[src/rtl/meriac_morse_pkg.sv]
`default_nettype none
// ----------------------------------------------------------------------------
// meriac_morse_pkg : shared symbol codes, FSM states and unit lengths.  Rev 1.0
// ----------------------------------------------------------------------------
package meriac_morse_pkg;

   localparam logic [1:0] SYM_END = 2'b00;
   localparam logic [1:0] SYM_DIT = 2'b01;
   localparam logic [1:0] SYM_DAH = 2'b10;
   localparam logic [1:0] SYM_GAP = 2'b11;

   typedef enum logic [1:0] {
      ST_IDLE  = 2'd0,
      ST_FETCH = 2'd1,
      ST_MARK  = 2'd2,
      ST_SPACE = 2'd3
   } state_t;

   localparam int UNITS_W = 3;

   localparam logic [UNITS_W-1:0] DIT_UNITS      = 3'd1;
   localparam logic [UNITS_W-1:0] DAH_UNITS      = 3'd3;
   localparam logic [UNITS_W-1:0] ELEM_GAP_UNITS = 3'd1;
   localparam logic [UNITS_W-1:0] GAP_UNITS      = 3'd2;
   localparam logic [UNITS_W-1:0] LOOP_GAP_UNITS = 3'd7;

endpackage
`default_nettype wire

[src/rtl/meriac_morse_unit_timer.sv]
`default_nettype none
// ----------------------------------------------------------------------------
// meriac_morse_unit_timer : prescaler + unit down-counter, expiry pulse.  Rev 1.0
// ----------------------------------------------------------------------------
module meriac_morse_unit_timer
   import meriac_morse_pkg::*;
#(
   parameter int UNIT_CYCLES = 5424
) (
   input  logic               clk,
   input  logic               rst_n,
   input  logic               i_clr,
   input  logic               i_load,
   input  logic [UNITS_W-1:0] i_units,
   output logic               o_expire
);

   localparam int                 c_PRE_W   = (UNIT_CYCLES > 1) ? $clog2(UNIT_CYCLES) : 1;
   localparam logic [c_PRE_W-1:0] c_PRE_MAX = c_PRE_W'(UNIT_CYCLES - 1);

   logic [c_PRE_W-1:0] r_pre;
   logic [UNITS_W-1:0] r_units;

   always_ff @(posedge clk or negedge rst_n) begin
      if (!rst_n) begin
         r_pre   <= '0;
         r_units <= '0;
      end else if (i_clr) begin
         r_pre   <= '0;
         r_units <= '0;
      end else if (i_load) begin
         r_pre   <= '0;
         r_units <= i_units;
      end else if (r_units != '0) begin
         if (r_pre == c_PRE_MAX) begin
            r_pre   <= '0;
            r_units <= r_units - UNITS_W'(1);
         end else begin
            r_pre <= r_pre + c_PRE_W'(1);
         end
      end
   end

   // Fires on the final cycle of the last unit, so an n-unit load spans n*UNIT_CYCLES cycles.
   assign o_expire = (r_units == UNITS_W'(1)) && (r_pre == c_PRE_MAX);

endmodule
`default_nettype wire

[src/rtl/meriac_morse_sequencer.sv]
`default_nettype none
// ----------------------------------------------------------------------------
// meriac_morse_sequencer : Morse symbol playback FSM with gated tone.  Rev 1.0
// ----------------------------------------------------------------------------
module meriac_morse_sequencer
   import meriac_morse_pkg::*;
#(
   parameter int ADDR_W      = 9,
   parameter int UNIT_CYCLES = 5424,
   parameter int TONE_HALF   = 8
) (
   input  logic              clk,
   input  logic              reset,
   input  logic              start,
   input  logic              stop,
   input  logic              loop_en,
   output logic [ADDR_W-1:0] db_addr,
   input  logic [1:0]        db_sym,
   output logic              key,
   output logic              tone,
   output logic              busy,
   output logic              done
);

   localparam int                  c_TONE_W   = $clog2(TONE_HALF + 1);
   localparam logic [c_TONE_W-1:0] c_TONE_MAX = c_TONE_W'(TONE_HALF - 1);

   state_t              r_state;
   logic [ADDR_W-1:0]   r_db_addr;
   logic                r_key;
   logic                r_busy;
   logic                r_done;
   logic [c_TONE_W-1:0] r_div;
   logic                r_tone;

   logic                w_load;
   logic [UNITS_W-1:0]  w_units;
   logic                w_expire;

   // Timer load decode must coincide with the state transition edge.
   always_comb begin
      w_load  = 1'b0;
      w_units = '0;
      case (r_state)
         ST_FETCH: begin
            case (db_sym)
               SYM_DIT: begin w_load = 1'b1; w_units = DIT_UNITS; end
               SYM_DAH: begin w_load = 1'b1; w_units = DAH_UNITS; end
               SYM_GAP: begin w_load = 1'b1; w_units = GAP_UNITS; end
               default: begin
                  w_load  = loop_en;
                  w_units = LOOP_GAP_UNITS;
               end
            endcase
         end
         ST_MARK: begin
            w_load  = w_expire;
            w_units = ELEM_GAP_UNITS;
         end
         default: ;
      endcase
   end

   meriac_morse_unit_timer #(
      .UNIT_CYCLES(UNIT_CYCLES)
   ) u_timer (
      .clk      (clk),
      .rst_n    (reset),
      .i_clr    (stop),
      .i_load   (w_load),
      .i_units  (w_units),
      .o_expire (w_expire)
   );

   always_ff @(posedge clk or negedge reset) begin
      if (!reset) begin
         r_state   <= ST_IDLE;
         r_db_addr <= '0;
         r_key     <= 1'b0;
         r_busy    <= 1'b0;
         r_done    <= 1'b0;
      end else if (stop) begin
         r_state   <= ST_IDLE;
         r_db_addr <= '0;
         r_key     <= 1'b0;
         r_busy    <= 1'b0;
         r_done    <= 1'b0;
      end else begin
         r_done <= 1'b0;
         case (r_state)
            ST_IDLE: begin
               if (start) begin
                  r_state   <= ST_FETCH;
                  r_busy    <= 1'b1;
                  r_db_addr <= '0;
               end
            end
            ST_FETCH: begin
               case (db_sym)
                  SYM_DIT, SYM_DAH: begin
                     r_state <= ST_MARK;
                     r_key   <= 1'b1;
                  end
                  SYM_GAP: begin
                     r_state   <= ST_SPACE;
                     r_db_addr <= r_db_addr + ADDR_W'(1);
                  end
                  default: begin
                     r_db_addr <= '0;
                     if (loop_en) begin
                        r_state <= ST_SPACE;
                     end else begin
                        r_state <= ST_IDLE;
                        r_busy  <= 1'b0;
                        r_done  <= 1'b1;
                     end
                  end
               endcase
            end
            ST_MARK: begin
               if (w_expire) begin
                  r_state   <= ST_SPACE;
                  r_key     <= 1'b0;
                  r_db_addr <= r_db_addr + ADDR_W'(1);
               end
            end
            ST_SPACE: begin
               if (w_expire) begin
                  r_state <= ST_FETCH;
               end
            end
            default: r_state <= ST_IDLE;
         endcase
      end
   end

   // Divider idles at zero between marks so every mark opens with a full low half-period.
   always_ff @(posedge clk or negedge reset) begin
      if (!reset) begin
         r_div  <= '0;
         r_tone <= 1'b0;
      end else if (!r_key) begin
         r_div  <= '0;
         r_tone <= 1'b0;
      end else if (r_div == c_TONE_MAX) begin
         r_div  <= '0;
         r_tone <= ~r_tone;
      end else begin
         r_div <= r_div + c_TONE_W'(1);
      end
   end

   assign db_addr = r_db_addr;
   assign key     = r_key;
   assign tone    = r_tone & r_key;
   assign busy    = r_busy;
   assign done    = r_done;

endmodule
`default_nettype wire

[config.mk]
export PLATFORM = sky130hd
export DESIGN_NAME = meriac_morse_sequencer
export DESIGN_NICKNAME = d
export VERILOG_FILES = /design/src/rtl/meriac_morse_pkg.sv /design/src/rtl/meriac_morse_unit_timer.sv /design/src/rtl/meriac_morse_sequencer.sv
export SDC_FILE = /design/constraint.sdc
export NUM_CORES = 1
export LEC_CHECK = 0
export ABC_CLOCK_PERIOD_IN_PS = 2580
export BUFFER_PORTS_ARGS = -buffer_cell sky130_fd_sc_hd__buf_2
export CORE_AREA = 2 2 65 67
export CTS_BUF_LIST = sky130_fd_sc_hd__clkbuf_8 sky130_fd_sc_hd__clkbuf_16
export DETAILED_ROUTE_END_ITERATION = 10
export DIE_AREA = 0 0 67 69
export GPL_ROUTABILITY_DRIVEN = 1
export PLACE_DENSITY_LB_ADDON = 0.12
export SETUP_SLACK_MARGIN = 0.05
export SKIP_CTS_REPAIR_TIMING = 1
export SLEW_MARGIN = 20
export SYNTH_ARGS = -nofsm -noshare
export SYNTH_HDL_FRONTEND = slang
export SYNTH_SLANG_ARGS = --single-unit
[constraint.sdc]
create_clock -name clk -period 2.58 [get_ports clk]
set_input_delay 0.258 -clock clk [delete_from_list [all_inputs] [get_ports clk]]
set_output_delay 0.258 -clock clk [all_outputs]
set_load 0.01 [all_outputs]
==> metrics.cfg <==
[cells_and_area]
count_of_inserted_antenna_diode_cells=0
post-route-util_pct=64.61
area_delta_synth_final_pct=12.40
num-fill-cells=348
final_cells=320
design.final.nets=291
layout-drive-gt1-share_pct=17.41

[die]
floorplan.initialDensity_pct=57.48
boundaryPins=20
chipHeight_um=69
core.rowCount=23
dieWidth_um=67
core_area_mm2=0.003914
fp.dieArea_mm2=0.004623

[place]
dpl.cell_count=312
gp_congestion=0.8829
dpl.hpwl_um=3259
portbufs=19

[sta]
final_max_slew_viol_count=0
timing.final.hold_violations=0
worst-slew-pin-transition_ns=0.7750
fmax_mhz=443.9
finalClockSkew_ns=0.007577
final_min_period_over_clock_period_pct=87.32
report.final.setup_viol=0
grt_setup_unrepaired=no
layout_min_cycle_time_ns=2.253
setup-tns-final_ns=0
slew_headroom_pct=48.33

[critical_path]
worstPathRequired_ns=2.78
regToRegEndpoint=db_addr[1]$_DFFE_PN0P_
ff2ff_setup_slack_ns=0.33
cp.arrival_ns=2.46
setup.worst_path.start_class=register
setup.worst_path.end_class=register
rr_startpoint=u_timer.r_units[1]$_DFFE_PN0P_
r2r_cell_count=7
worstSetupPathType=reg2reg
crit_fanout=9

[logic_synthesis]
synth.net_count=267
ys_types=54
synthesized_area_divided_by_synthesized_cell_count_um2=9.182
synth.area.top_cells=sky130_fd_sc_hd__dfrtp_1 (39%), sky130_fd_sc_hd__ha_1 (8.3%), sky130_fd_sc_hd__a21oi_1 (4.2%)
netlist_instances=245
synth_commonest_cells=sky130_fd_sc_hd__dfrtp_1 (35), sky130_fd_sc_hd__nand2_1 (23), sky130_fd_sc_hd__a21oi_1 (19)
async_reset_ff_share_pct=100.0
yosys.area.top_type=sky130_fd_sc_hd__dfrtp_1
most_repeated_cell_in_the_gate_level_netlist_after_synthesis=sky130_fd_sc_hd__dfrtp_1
ys_seq_elements=35
share_of_synthesized_area_occupied_by_flip_flops_and_latches_pct=38.93
count_of_synthesis_stage_warnings_from_yosys=0
netlist.area_leader.share_pct=38.93
synth_enable_flop_cells=0
combined_area_of_all_synthesized_cells_mm2=0.002250
ys.flop_type=sky130_fd_sc_hd__dfrtp_1

[clocking]
cts-root-to-sink-buffers=2
cts-root-buf=sky130_fd_sc_hd__clkbuf_8
cts_buffers=5
clkLatencyLatePin_ns=0.29
numClockSinks=35
cts.htree.levels=2
clk_transition_reported_paths_ns=0.07
tritoncts=yes

[drt]
wire_per_inst_um=14.03
drt_iter0_drc=174
drtAntennaViolNets=0
vias_per_cell=5.853
via_count=1873
drt_wl_total_um=4490
firstDrtPassIters=4
residual_drc_count=0

[power]
pwr_density_cell_mw_per_mm2=690.5
leakagePower_nw=1.183
post-layout-total-power_mw=1.746
power.ir.vdd_worst_mv=0.5200

[global_route]
antenna_violations_before_repair=0
pin_count_of_the_biggest_net_entering_global_routing=36
grtUsageTotal_pct=21.56
first_global_vias=1826
first_pass_grt_wire_length_um=8038
grt_remaining_overflow=0

[run]
max_cap_viol_count=0

[outcome]
outcome=complete, no violations

[min_path]
hold_class=in2async

metrics by stage:
step,worst slack [ns],hold slack [ns],area [um2]
floorplan,0.5263,-0.03759,2250
global placement,0.3968,0.3800,2392
detailed placement,0.3367,0.3854,2392
CTS,0.2909,0.07175,2529
global route,0.07364,0.1243,2529
finish,0.3271,0.04834,2529
routing by layer:
metal | up-vias | track usage [%] | part of all wire (%)
met5 | - | 0 | 0
met1 | 898 | 30.33 | 49
met2 | 43 | 33.44 | 46
li1 | 927 | - | -
met4 | 0 | 4.535 | 0.78
met3 | 5 | 5.383 | 4.4
logic make-up (layout without fill, tap and decap cells):
group	Yosys count	count (layout)	share of synthesized area [%]
AO/OA/AOI/OAI	67	67	19.30
buffers and inverters	24	49	5.339
XOR/XNOR	3	3	1.168
AND/OR/NAND/NOR	96	96	24.64
flip-flops	35	35	38.93
adder cells (fa/ha/maj)	15	15	8.343
multiplexers	5	5	2.280
worst max-delay path, stage by stage, from the launching register on:
cell and delay, ns:
sky130_fd_sc_hd__dfrtp_1 0.36, sky130_fd_sc_hd__inv_1 0.11, sky130_fd_sc_hd__ha_1 0.18, sky130_fd_sc_hd__or4b_4 0.47, sky130_fd_sc_hd__nor4_4 0.36, sky130_fd_sc_hd__o21ai_0 0.15, sky130_fd_sc_hd__nand2b_1 0.32, sky130_fd_sc_hd__mux2i_1 0.23
worst max path at each step:
stage                                   to  slack, ns                      startpoint
floorplan           db_addr[7]$_DFFE_PN0P_       0.53          r_state[0]$_DFFE_PN0P_
global placement    db_addr[1]$_DFFE_PN0P_       0.40  u_timer.r_units[1]$_DFFE_PN0P_
detailed placement  db_addr[1]$_DFFE_PN0P_       0.34  u_timer.r_units[1]$_DFFE_PN0P_
CTS                 db_addr[1]$_DFFE_PN0P_       0.29  u_timer.r_units[1]$_DFFE_PN0P_
global route        db_addr[1]$_DFFE_PN0P_       0.07  u_timer.r_units[1]$_DFFE_PN0P_
finish              db_addr[1]$_DFFE_PN0P_       0.33  u_timer.r_units[1]$_DFFE_PN0P_
cells in the final DEF, fill, tap and decap left out, types with 2 or more instances in the layout:
cell type	n
sky130_fd_sc_hd__buf_2	19
sky130_fd_sc_hd__a31oi_1	8
sky130_fd_sc_hd__and2_1	5
sky130_fd_sc_hd__or3_1	3
sky130_fd_sc_hd__clkbuf_8	5
sky130_fd_sc_hd__mux2i_1	4
sky130_fd_sc_hd__buf_4	6
sky130_fd_sc_hd__inv_1	16
sky130_fd_sc_hd__o21ai_0	18
sky130_fd_sc_hd__nor4_1	3
sky130_fd_sc_hd__a211o_1	2
sky130_fd_sc_hd__nand3_1	9
sky130_fd_sc_hd__xor2_1	3
sky130_fd_sc_hd__a41oi_1	2
sky130_fd_sc_hd__nand2b_1	11
sky130_fd_sc_hd__nor3_1	8
sky130_fd_sc_hd__dfrtp_1	35
sky130_fd_sc_hd__ha_1	15
sky130_fd_sc_hd__nand2_1	23
sky130_fd_sc_hd__a21o_1	2
sky130_fd_sc_hd__bufinv_16	2
sky130_fd_sc_hd__nor3b_1	4
sky130_fd_sc_hd__and3_1	4
sky130_fd_sc_hd__nor2_1	14
sky130_fd_sc_hd__a21oi_1	19
power by group:
group          internal [mW]  switching (mW)
Combinational          0.214           0.302
Sequential             0.597          0.0495
Clock                  0.385           0.198
Total                   1.20           0.550
registers in the layout, summed over array words and instances, names as in the netlist:
register and flops:
busy 1, u_timer.r_units 3, r_state 2, r_tone 1, u_timer.r_pre 13, r_div 4, key 1, db_addr 9
done 1
area by class of cell:
| class | count | area (um2) | share of cell area (%) |
|---|---|---|---|
| timing repair buffer | 25 | 140.1 | 5.542 |
| tap | 50 | 62.56 | 2.474 |
| multi-input combinational | 186 | 1254 | 49.58 |
| inverter | 16 | 60.06 | 2.375 |
| clock buffer | 5 | 68.82 | 2.721 |
| sequential | 35 | 875.8 | 34.64 |
| clock inverter | 3 | 67.56 | 2.672 |
Note: power is estimated with default switching activity, not from simulation.
